==> src/rtl/gam_two_min_search.sv <==
// gam_two_min_search
//   Winner-search stage for the memory layer. On i_start it reads the node
//   distance memory over addresses 0..N-1. It returns the nearest node (s1)
//   and the second-nearest node (s2). Ties keep the lowest index.
//
// Parameters
//   DIST_W : width of one unsigned distance word
//   NODE_W : node index / address width (up to 2**NODE_W nodes)
//
// Ports
//   i_clk        rising-edge clock
//   i_reset      asynchronous active-low reset
//   i_start      1-cycle start pulse, accepted in IDLE only
//   i_num_nodes  live node count (NODE_W+1 bits), clamped to 2**NODE_W
//   o_rd_addr    distance memory read address
//   o_rd_en      read strobe; i_rd_data is valid one cycle later
//   i_rd_data    registered memory output
//   o_busy       scan in progress
//   o_done       1-cycle pulse; results valid until the next accepted start
//   o_s1_*       nearest node: valid / index / distance
//   o_s2_*       second-nearest node: valid / index / distance
//   i_th_in      s1 threshold          (GAM_TWO_MIN_THRESH_EN only)
//   o_gt_th      s1_dist > i_th_in     (GAM_TWO_MIN_THRESH_EN only)
//
// Optional feature macro: GAM_TWO_MIN_THRESH_EN

module gam_two_min_search #(
  parameter int unsigned DIST_W = 24,
  parameter int unsigned NODE_W = 8
) (
  input  logic              i_clk,
  input  logic              i_reset,
  input  logic              i_start,
  input  logic [NODE_W:0]   i_num_nodes,
  output logic [NODE_W-1:0] o_rd_addr,
  output logic              o_rd_en,
  input  logic [DIST_W-1:0] i_rd_data,
  output logic              o_busy,
  output logic              o_done,
`ifdef GAM_TWO_MIN_THRESH_EN
  input  logic [DIST_W-1:0] i_th_in,
  output logic              o_gt_th,
`endif
  output logic              o_s1_valid,
  output logic [NODE_W-1:0] o_s1_idx,
  output logic [DIST_W-1:0] o_s1_dist,
  output logic              o_s2_valid,
  output logic [NODE_W-1:0] o_s2_idx,
  output logic [DIST_W-1:0] o_s2_dist
);

  typedef enum logic [2:0] {StIdle, StIssue, StScan, StDrain, StFin} state_e;

  state_e              r_state, w_state_next;
  logic [NODE_W-1:0]   r_addr, w_addr_next;
  logic [NODE_W-1:0]   r_last;   // last address to issue (N-1)
  logic [NODE_W-1:0]   r_k;      // index of the word now on i_rd_data
  logic                r_done;
  logic                r_s1_valid, r_s2_valid;
  logic [NODE_W-1:0]   r_s1_idx, r_s2_idx;
  logic [DIST_W-1:0]   r_s1_dist, r_s2_dist;
  logic                w_accept, w_eval, w_n_zero, w_lt1, w_lt2;
  logic [NODE_W-1:0]   w_start_last;

  assign w_accept = (r_state == StIdle) && i_start;
  assign w_n_zero = (i_num_nodes == '0);
  // MSB set means N >= 2**NODE_W: clamp so the scan ends at all-ones.
  assign w_start_last = i_num_nodes[NODE_W] ? '1 : (i_num_nodes[NODE_W-1:0] - NODE_W'(1));
  assign w_lt1 = i_rd_data < r_s1_dist;
  assign w_lt2 = i_rd_data < r_s2_dist;

  always_comb begin
    w_state_next = r_state;
    w_addr_next  = r_addr;
    o_rd_en      = 1'b0;
    w_eval       = 1'b0;
    case (r_state)
      StIdle: begin
        if (i_start) begin
          w_state_next = w_n_zero ? StFin : StIssue;
          w_addr_next  = '0;
        end
      end
      StIssue, StScan: begin
        o_rd_en = 1'b1;
        w_eval  = (r_state == StScan);
        if (r_addr == r_last) begin
          w_state_next = StDrain;
        end else begin
          w_state_next = StScan;
          w_addr_next  = r_addr + NODE_W'(1);
        end
      end
      StDrain: begin
        w_eval       = 1'b1;
        w_state_next = StFin;
      end
      StFin: begin
        w_state_next = StIdle;
        w_addr_next  = '0;
      end
      default: w_state_next = StIdle;
    endcase
  end

  always_ff @(posedge i_clk or negedge i_reset) begin
    if (!i_reset) begin
      r_state <= StIdle;
      r_addr  <= '0;
      r_last  <= '0;
      r_k     <= '0;
      r_done  <= 1'b0;
    end else begin
      r_state <= w_state_next;
      r_addr  <= w_addr_next;
      r_done  <= (r_state == StFin);
      if (w_accept) r_last <= w_start_last;
      if (o_rd_en)  r_k    <= r_addr;
    end
  end

  always_ff @(posedge i_clk or negedge i_reset) begin
    if (!i_reset) begin
      r_s1_valid <= 1'b0;
      r_s1_idx   <= '0;
      r_s1_dist  <= '0;
      r_s2_valid <= 1'b0;
      r_s2_idx   <= '0;
      r_s2_dist  <= '0;
    end else if (w_accept) begin
      r_s1_valid <= 1'b0;
      r_s1_idx   <= '0;
      r_s1_dist  <= '0;
      r_s2_valid <= 1'b0;
      r_s2_idx   <= '0;
      r_s2_dist  <= '0;
    end else if (w_eval) begin
      // Strict less-than: an equal later distance never displaces an earlier index.
      if (!r_s1_valid || w_lt1) begin
        r_s2_valid <= r_s1_valid;
        r_s2_idx   <= r_s1_idx;
        r_s2_dist  <= r_s1_dist;
        r_s1_valid <= 1'b1;
        r_s1_idx   <= r_k;
        r_s1_dist  <= i_rd_data;
      end else if (!r_s2_valid || w_lt2) begin
        r_s2_valid <= 1'b1;
        r_s2_idx   <= r_k;
        r_s2_dist  <= i_rd_data;
      end
    end
  end

`ifdef GAM_TWO_MIN_THRESH_EN
  logic r_gt_th;
  always_ff @(posedge i_clk or negedge i_reset) begin
    if (!i_reset) begin
      r_gt_th <= 1'b0;
    end else if (w_accept) begin
      r_gt_th <= 1'b0;
    end else if (r_state == StFin) begin
      r_gt_th <= r_s1_valid && (r_s1_dist > i_th_in);
    end
  end
  assign o_gt_th = r_gt_th;
`endif

  assign o_rd_addr  = r_addr;
  assign o_busy     = (r_state != StIdle);
  assign o_done     = r_done;
  assign o_s1_valid = r_s1_valid;
  assign o_s1_idx   = r_s1_idx;
  assign o_s1_dist  = r_s1_dist;
  assign o_s2_valid = r_s2_valid;
  assign o_s2_idx   = r_s2_idx;
  assign o_s2_dist  = r_s2_dist;

endmodule
==> config.mk <==
export PLATFORM = sky130hd
export DESIGN_NAME = gam_two_min_search
export DESIGN_NICKNAME = d
export VERILOG_FILES = /design/src/rtl/gam_two_min_search.sv
export SDC_FILE = /design/constraint.sdc
export NUM_CORES = 1
export LEC_CHECK = 0
export CAP_MARGIN = 25
export CORE_AREA = 5 5 106 108
export DETAILED_ROUTE_END_ITERATION = 16
export DIE_AREA = 0 0 111 113
export GPL_TIMING_DRIVEN = 0
export HOLD_SLACK_MARGIN = 0.03
export PLACE_DENSITY = 0.91
export SLEW_MARGIN = 20
export SYNTH_ARGS = -nofsm -noshare
export SYNTH_HDL_FRONTEND = slang
export SYNTH_SLANG_ARGS = --single-unit
==> constraint.sdc <==
create_clock -name i_clk -period 4.45 [get_ports i_clk]
set_input_delay 1.335 -clock i_clk [delete_from_list [all_inputs] [get_ports i_clk]]
set_output_delay 1.335 -clock i_clk [all_outputs]
set_load 0.005 [all_outputs]
==> impl_metrics.env, run 1 <==
export IMPL_globalplace_congestion=0.929
export IMPL_clk_latency_ps=370
export IMPL_grt_first_pass_wirelength_um=27200
export IMPL_multi_input_area_mm2=0.00280
export IMPL_status="completed"
export IMPL_drv_slew=0
export IMPL_fin_nets=800
export IMPL_yosysWarningCount=0
export IMPL_rr_startpoint="o_s1_dist[2]"
export IMPL_period_share_pct=90.9
export IMPL_regArea_mm2=0.00235
export IMPL_clock_sinks=94
export IMPL_die_h_um=113
export IMPL_min_from="r_k[2]"
export IMPL_die_width_um=111
export IMPL_yosysUniqueCellTypes=38
export IMPL_finClkSkew_ps=12.3
export IMPL_hold_viol=0
export IMPL_drt_wl_total_um=16300
export IMPL_async_flop_share_pct=100
export IMPL_post_cts_buffers=0
export IMPL_core_mm2=0.0101
export IMPL_setup_viol=0
export IMPL_rows=37
export IMPL_synth_edf_count=0
export IMPL_drtAntennaViolNets=0
export IMPL_cts_buffer_depth=2
export IMPL_antenna_found_initial=0
export IMPL_first_pass_iters=5
export IMPL_synth_top_cell_area_share_pct=42.5
export IMPL_cts_made_buffers=9
export IMPL_syn_nets=676
export IMPL_path_max_fanout=10
export IMPL_dpl_cell_area_mm2=0.00685
export IMPL_pwr_share_clk_pct=12.4
export IMPL_ys_seq_area_share_pct=42.5
export IMPL_rr_endpoint="o_s2_dist[23]"
export IMPL_drc=0
export IMPL_synthCells=592
export IMPL_start_util_pct=54.6
export IMPL_avgSynthCellArea_um2=9.35
export IMPL_reg2reg_depth=11
export IMPL_reg2reg_slack_ps=1460
export IMPL_nFillCells=727
export IMPL_cts_resized=0
export IMPL_htreeDepth=3
export IMPL_start_kind="input port"
export IMPL_vdd_drop_max_uv=329
export IMPL_cp_cell_sequence="clkdlybuf4s50_1, ha_1, a211oi_1, o21ai_0, a21oi_1, o21ai_2, o21ai_2, clkbuf_1, clkbuf_1, a31oi_1, o221a_1"
export IMPL_synthTopCellsByCount="dfrtp_1, o21ai_0, inv_1"
export IMPL_hold_path_class="reg -> reg"
export IMPL_seq_power_share_pct=30.2
export IMPL_synth_area_leaders="dfrtp_1, ha_1, o221a_1"
export IMPL_hpwlAfterDp_um=12100
export IMPL_p_int_mw=2.80
export IMPL_power_switching_mw=2.10
export IMPL_num_io_pins=113
export IMPL_p_per_area_mw_per_mm2=696
export IMPL_syn_to_final_growth_pct=27.4
export IMPL_p_leak_nw=2.98
export IMPL_synth_area_leader_cell="dfrtp_1"
export IMPL_first_global_vias=5592
export IMPL_worst_ep_arrival_time_ps=4310
export IMPL_comb_power_share_pct=57.4
export IMPL_cts_root_buf="clkbuf_8"
export IMPL_synth_seq_cells=94
export IMPL_n_antenna_cell=0
export IMPL_die_area_mm2=0.0125
export IMPL_synth_area_mm2=0.00553
export IMPL_holdWs_ps=549
export IMPL_power_switching_share_pct=42.9
export IMPL_holdPathStages=2
export IMPL_grt_max_degree=66
export IMPL_overflow=0
export IMPL_end_kind="flop"
export IMPL_track_usage_pct=26.4
export IMPL_finalSetupTns_ps=0
export IMPL_synthFlopType="dfrtp_1"
export IMPL_grt_setup_unrepaired="false"
export IMPL_routedWlPerCell_um=19.1
export IMPL_slowest_delay_ps=490
export IMPL_critPathRequiredTime_ps=4720
export IMPL_drt_initial_drc_count=427
export IMPL_tightest_slew_ps=603
export IMPL_drive_gt1_share_pct=4.04
export IMPL_yosysMostFrequentCell="dfrtp_1"
export IMPL_numPortBuffers=112
export IMPL_vias=5302
export IMPL_finalCriticalPeriod_ps=4040
export IMPL_hold_buffers=0
export IMPL_crit_start="i_rd_data[2]"
export IMPL_vias_per_cell=6.21
export IMPL_crit_path_top_delay_cell="clkdlybuf4s50_1"
export IMPL_cts_tree="done"
export IMPL_crit_type="in -> reg"
export IMPL_final_area_mm2=0.00705
export IMPL_fmax_ghz=0.247
export IMPL_path_clk_slew_ps=100
export IMPL_cap_violations=0
export IMPL_relSlewSlack_pct=59.8
export IMPL_hold_end="r_k[2]"
[layout by cell type (no fill, tap or decap), types with 9 or more instances in the layout]
master           Yosys  routed
nor2_1              32      32
nand3_1             36      36
nand4_1             12      12
a21oi_1             35      35
o21ai_0             57      57
o31ai_1             24      24
dfrtp_1             94      94
a31oi_1             29      29
o221a_1             30      30
clkbuf_8             0       9
clkdlybuf4s50_1      0     111
ha_1                48      48
nand2_1             32      32
xnor2_1             12      12
inv_1               53      53
clkbuf_1            33      33
[per-layer routing]
layer / share of wire [%] / track usage, % / vias up
li1: - / - / 2407
met1: 40 / 33.1 / 2543
met2: 48 / 45.3 / 302
met5: 0 / 0 / -
met3: 8.2 / 4.97 / 50
met4: 3.4 / 10.8 / 0
[cell type report]
cell class / instances / share of cell area [%]
plain buffers: 41 / 2.52
well taps: 136 / 2.41
multi-input cells: 404 / 39.8
clock buffers: 9 / 1.76
clock inverters: 4 / 1.05
flip-flops and latches: 94 / 33.4
inverters: 53 / 2.82
repair buffers: 113 / 16.3
[flip-flops by register name, indices dropped and copies added, names as in the netlist]
signal      count
o_s1_idx        8
o_s2_idx        8
o_rd_addr       8
o_s2_valid      1
r_state         3
o_s1_valid      1
r_k             8
o_done          1
o_s1_dist      24
r_last          8
o_s2_dist      24
[worst max-delay path: cells and delay by family]
family / cells / cell delay [ps]
fa+ha+maj: 1 / 350
compound gates: 7 / 1240
buf+inv: 3 / 1380
[power groups by stage]
stage          Combinational [mW]  Clock, mW  Sequential (mW)
2_1_floorplan                1.64          0             1.43
3_3_place_gp                 2.64          0             1.47
3_5_place_dp                 2.76          0             1.48
4_1_cts                      2.80      0.611             1.47
5_1_grt                      3.11      0.648             1.52
6_report                     2.82      0.608             1.48
[through the flow]
step | utilization [%] | setup WS (ps) | power, mW | cells
after floorplan | - | 975 | 3.06 | 592
after global placement | 67.3 | -1280 | 4.11 | 840
after detailed placement | 67.6 | 70.8 | 4.25 | 841
after CTS | 69.5 | 448 | 4.88 | 854
after global routing | 69.5 | 204 | 5.28 | 854
final | 69.5 | 407 | 4.91 | 854
[how the worst max path moves through the flow]
stage                          endpoint  slack, ps  cells past startpoint
after global routing      o_s2_dist[14]        200                     11
after detailed placement  o_s2_dist[23]         70                     11
after CTS                 o_s2_dist[15]        450                     11
final                     o_s2_dist[23]        410                     11
after global placement     o_s2_dist[2]      -1280                      1
after floorplan            o_s2_dist[0]        980                     10
[cells by family (layout without fill, tap and decap cells)]
group,Yosys count,in the layout,share of synthesized area (%)
AO/OA/AOI/OAI,192,192,23.5
AND/OR/NAND/NOR,138,138,11.8
flip-flops,94,94,42.5
buffers and inverters,94,220,6.81
adder cells (fa/ha/maj),48,48,10.9
XOR/XNOR,18,18,2.85
multiplexers,8,8,1.58
Note: power is estimated with default switching activity, not from simulation.
==> inputs of run 2 (changes only) <==
--- a/config.mk
+++ b/config.mk
@@ -12,6 +12,7 @@
 export GPL_TIMING_DRIVEN = 0
 export HOLD_SLACK_MARGIN = 0.03
 export PLACE_DENSITY = 0.91
+export SETUP_SLACK_MARGIN = 0.15
 export SLEW_MARGIN = 20
 export SYNTH_ARGS = -nofsm -noshare
 export SYNTH_HDL_FRONTEND = slang
==> results of run 2 <==
No change in the layout: final DEF, timing and power equal those of run 1.
==> inputs of run 3 (changes only) <==
--- a/config.mk
+++ b/config.mk
@@ -6,13 +6,15 @@
 export NUM_CORES = 1
 export LEC_CHECK = 0
 export CAP_MARGIN = 25
-export CORE_AREA = 5 5 106 108
+export CORE_AREA = 2 2 103 105
 export DETAILED_ROUTE_END_ITERATION = 16
-export DIE_AREA = 0 0 111 113
+export DIE_AREA = 0 0 105 107
 export GPL_TIMING_DRIVEN = 0
 export HOLD_SLACK_MARGIN = 0.03
+export MAX_ROUTING_LAYER = met4
 export PLACE_DENSITY = 0.91
 export SETUP_SLACK_MARGIN = 0.15
+export SKIP_LAST_GASP = 1
 export SLEW_MARGIN = 20
 export SYNTH_ARGS = -nofsm -noshare
 export SYNTH_HDL_FRONTEND = slang
==> impl_metrics.env, run 3 (same netlist as run 1, synthesis figures left out) <==
export IMPL_rr_endpoint="o_s2_dist[2]"
export IMPL_worst_ep_arrival_time_ps=4310
export IMPL_first_pass_iters=6
export IMPL_crit_start="i_rd_data[2]"
export IMPL_htreeDepth=3
export IMPL_num_io_pins=113
export IMPL_cp_cell_sequence="clkdlybuf4s50_1, ha_1, a211oi_1, o21ai_0, a21oi_1, o21ai_2, o21ai_2, clkbuf_1, clkbuf_1, a31oi_1, o221a_1"
export IMPL_die_area_mm2=0.0112
export IMPL_path_buf_inv=3
export IMPL_cts_buffer_depth=2
export IMPL_fin_nets=800
export IMPL_clk_latency_ps=380
export IMPL_nFillCells=753
export IMPL_hpwlAfterDp_um=12100
export IMPL_final_area_mm2=0.00709
export IMPL_first_global_vias=5432
export IMPL_fmax_ghz=0.247
export IMPL_slowest_delay_ps=480
export IMPL_numPortBuffers=112
export IMPL_die_h_um=107
export IMPL_dp_cells=841
export IMPL_regArea_mm2=0.00235
export IMPL_finalCriticalPeriod_ps=4050
export IMPL_tightest_slew_ps=618
export IMPL_grt_setup_unrepaired="false"
export IMPL_clock_sinks=94
export IMPL_cts_made_buffers=9
export IMPL_hold_viol=0
export IMPL_period_share_pct=91.0
export IMPL_grt_first_pass_wirelength_um=26900
export IMPL_crit_path_top_delay_cell="clkdlybuf4s50_1"
export IMPL_cts_tree="done"
export IMPL_layout_commonest_cell="clkdlybuf4s50_1"
export IMPL_grt_max_degree=67
export IMPL_cts_root_buf="clkbuf_8"
export IMPL_n_antenna_cell=0
export IMPL_end_kind="flop"
export IMPL_crit_family="buffers and inverters"
export IMPL_routedWlPerCell_um=19.1
export IMPL_cts_resized=0
export IMPL_reg2reg_slack_ps=1420
export IMPL_overflow=0
export IMPL_p_leak_nw=2.99
export IMPL_setup_viol=0
export IMPL_vias=5323
export IMPL_final_util_pct=70.3
export IMPL_drive_gt1_share_pct=4.44
export IMPL_cp_depth=11
export IMPL_die_width_um=105
export IMPL_cap_violations=0
export IMPL_start_util_pct=54.8
export IMPL_total_power_mw=4.99
export IMPL_drc=0
export IMPL_critPathRequiredTime_ps=4710
export IMPL_path_clk_slew_ps=90
export IMPL_vias_per_cell=6.21
export IMPL_final_cell_mix="clkdlybuf4s50_1, dfrtp_1, o21ai_0, inv_1, ha_1"
export IMPL_hold_path_class="reg -> reg"
export IMPL_rows=37
export IMPL_drv_slew=0
export IMPL_syn_to_final_growth_pct=28.2
export IMPL_vdd_drop_max_uv=321
export IMPL_path_max_fanout=10
export IMPL_multi_input_area_mm2=0.00280
export IMPL_fin_cells=857
export IMPL_drtAntennaViolNets=0
export IMPL_hold_buffers=0
export IMPL_finClkSkew_ps=10.9
export IMPL_relSlewSlack_pct=58.8
export IMPL_post_cts_buffers=0
export IMPL_globalplace_congestion=0.919
export IMPL_drt_initial_drc_count=458
export IMPL_track_usage_pct=30.9
export IMPL_reg2reg_depth=11
export IMPL_core_mm2=0.0101
export IMPL_rr_startpoint="o_s1_dist[2]"
export IMPL_drt_wl_total_um=16400
export IMPL_crit_type="in -> reg"
export IMPL_p_per_area_mw_per_mm2=703
export IMPL_dpl_cell_area_mm2=0.00685
export IMPL_start_kind="input port"
export IMPL_status="completed"
export IMPL_antenna_found_initial=0
export IMPL_cp_endpoint="o_s2_dist[2]"
-- run 3: changes by cell type in the layout (fill, tap and decap cells not counted), sizes merged --
| cell | previous run | this run |
|---|---|---|
| clkinv | 1 | 0 |
| clkinvlp | 0 | 1 |
| clkbuf | 42 | 45 |
-- run 3: stage by stage --
step,hold slack (ps),TNS (ps),worst slack (ps)
floorplan,471,0,975
global placement,510,-120030,-1280
detailed placement,521,0,109
CTS,541,0,497
global route,570,0,259
finish,537,0,400
-- run 3: cell type report --
cell class	count	share of cell area, %
multi-input combinational	404	39.5
sequential	94	33.2
timing repair buffer	113	16.2
inverter	53	2.80
buffer	41	2.50
tap	136	2.40
clock buffer	12	2.33
clock inverter	4	1.08
-- run 3: worst min path at each step --
stage               depth (start not counted)  slack (ps)    from      to
floorplan                                   2         470  r_k[1]  r_k[1]
detailed placement                          2         520  r_k[2]  r_k[2]
global placement                            2         510  r_k[2]  r_k[2]
finish                                      2         540  r_k[2]  r_k[2]
CTS                                         2         540  r_k[2]  r_k[2]
global route                                2         570  r_k[2]  r_k[2]
-- run 3: routing by layer --
layer,up-vias,track usage (%),routed length [um]
li1,2406,-,-
met1,2527,38.0,6430
met2,325,49.8,7950
met3,65,6.14,1430
met4,0,14.0,570
met5,-,-,0
-- run 3: power breakdown --
group	internal [mW]	switching, mW	leakage, nW
registers	1.18	0.299	1.19
logic	1.31	1.52	1.68
clock network	0.365	0.312	0.119
-- run 3: tightest hold or removal path, delay by kind of cell, from the launching register on --
kind	cells	cell delay, ps
simple gates	1	50
flops	1	390
compound gates	1	60
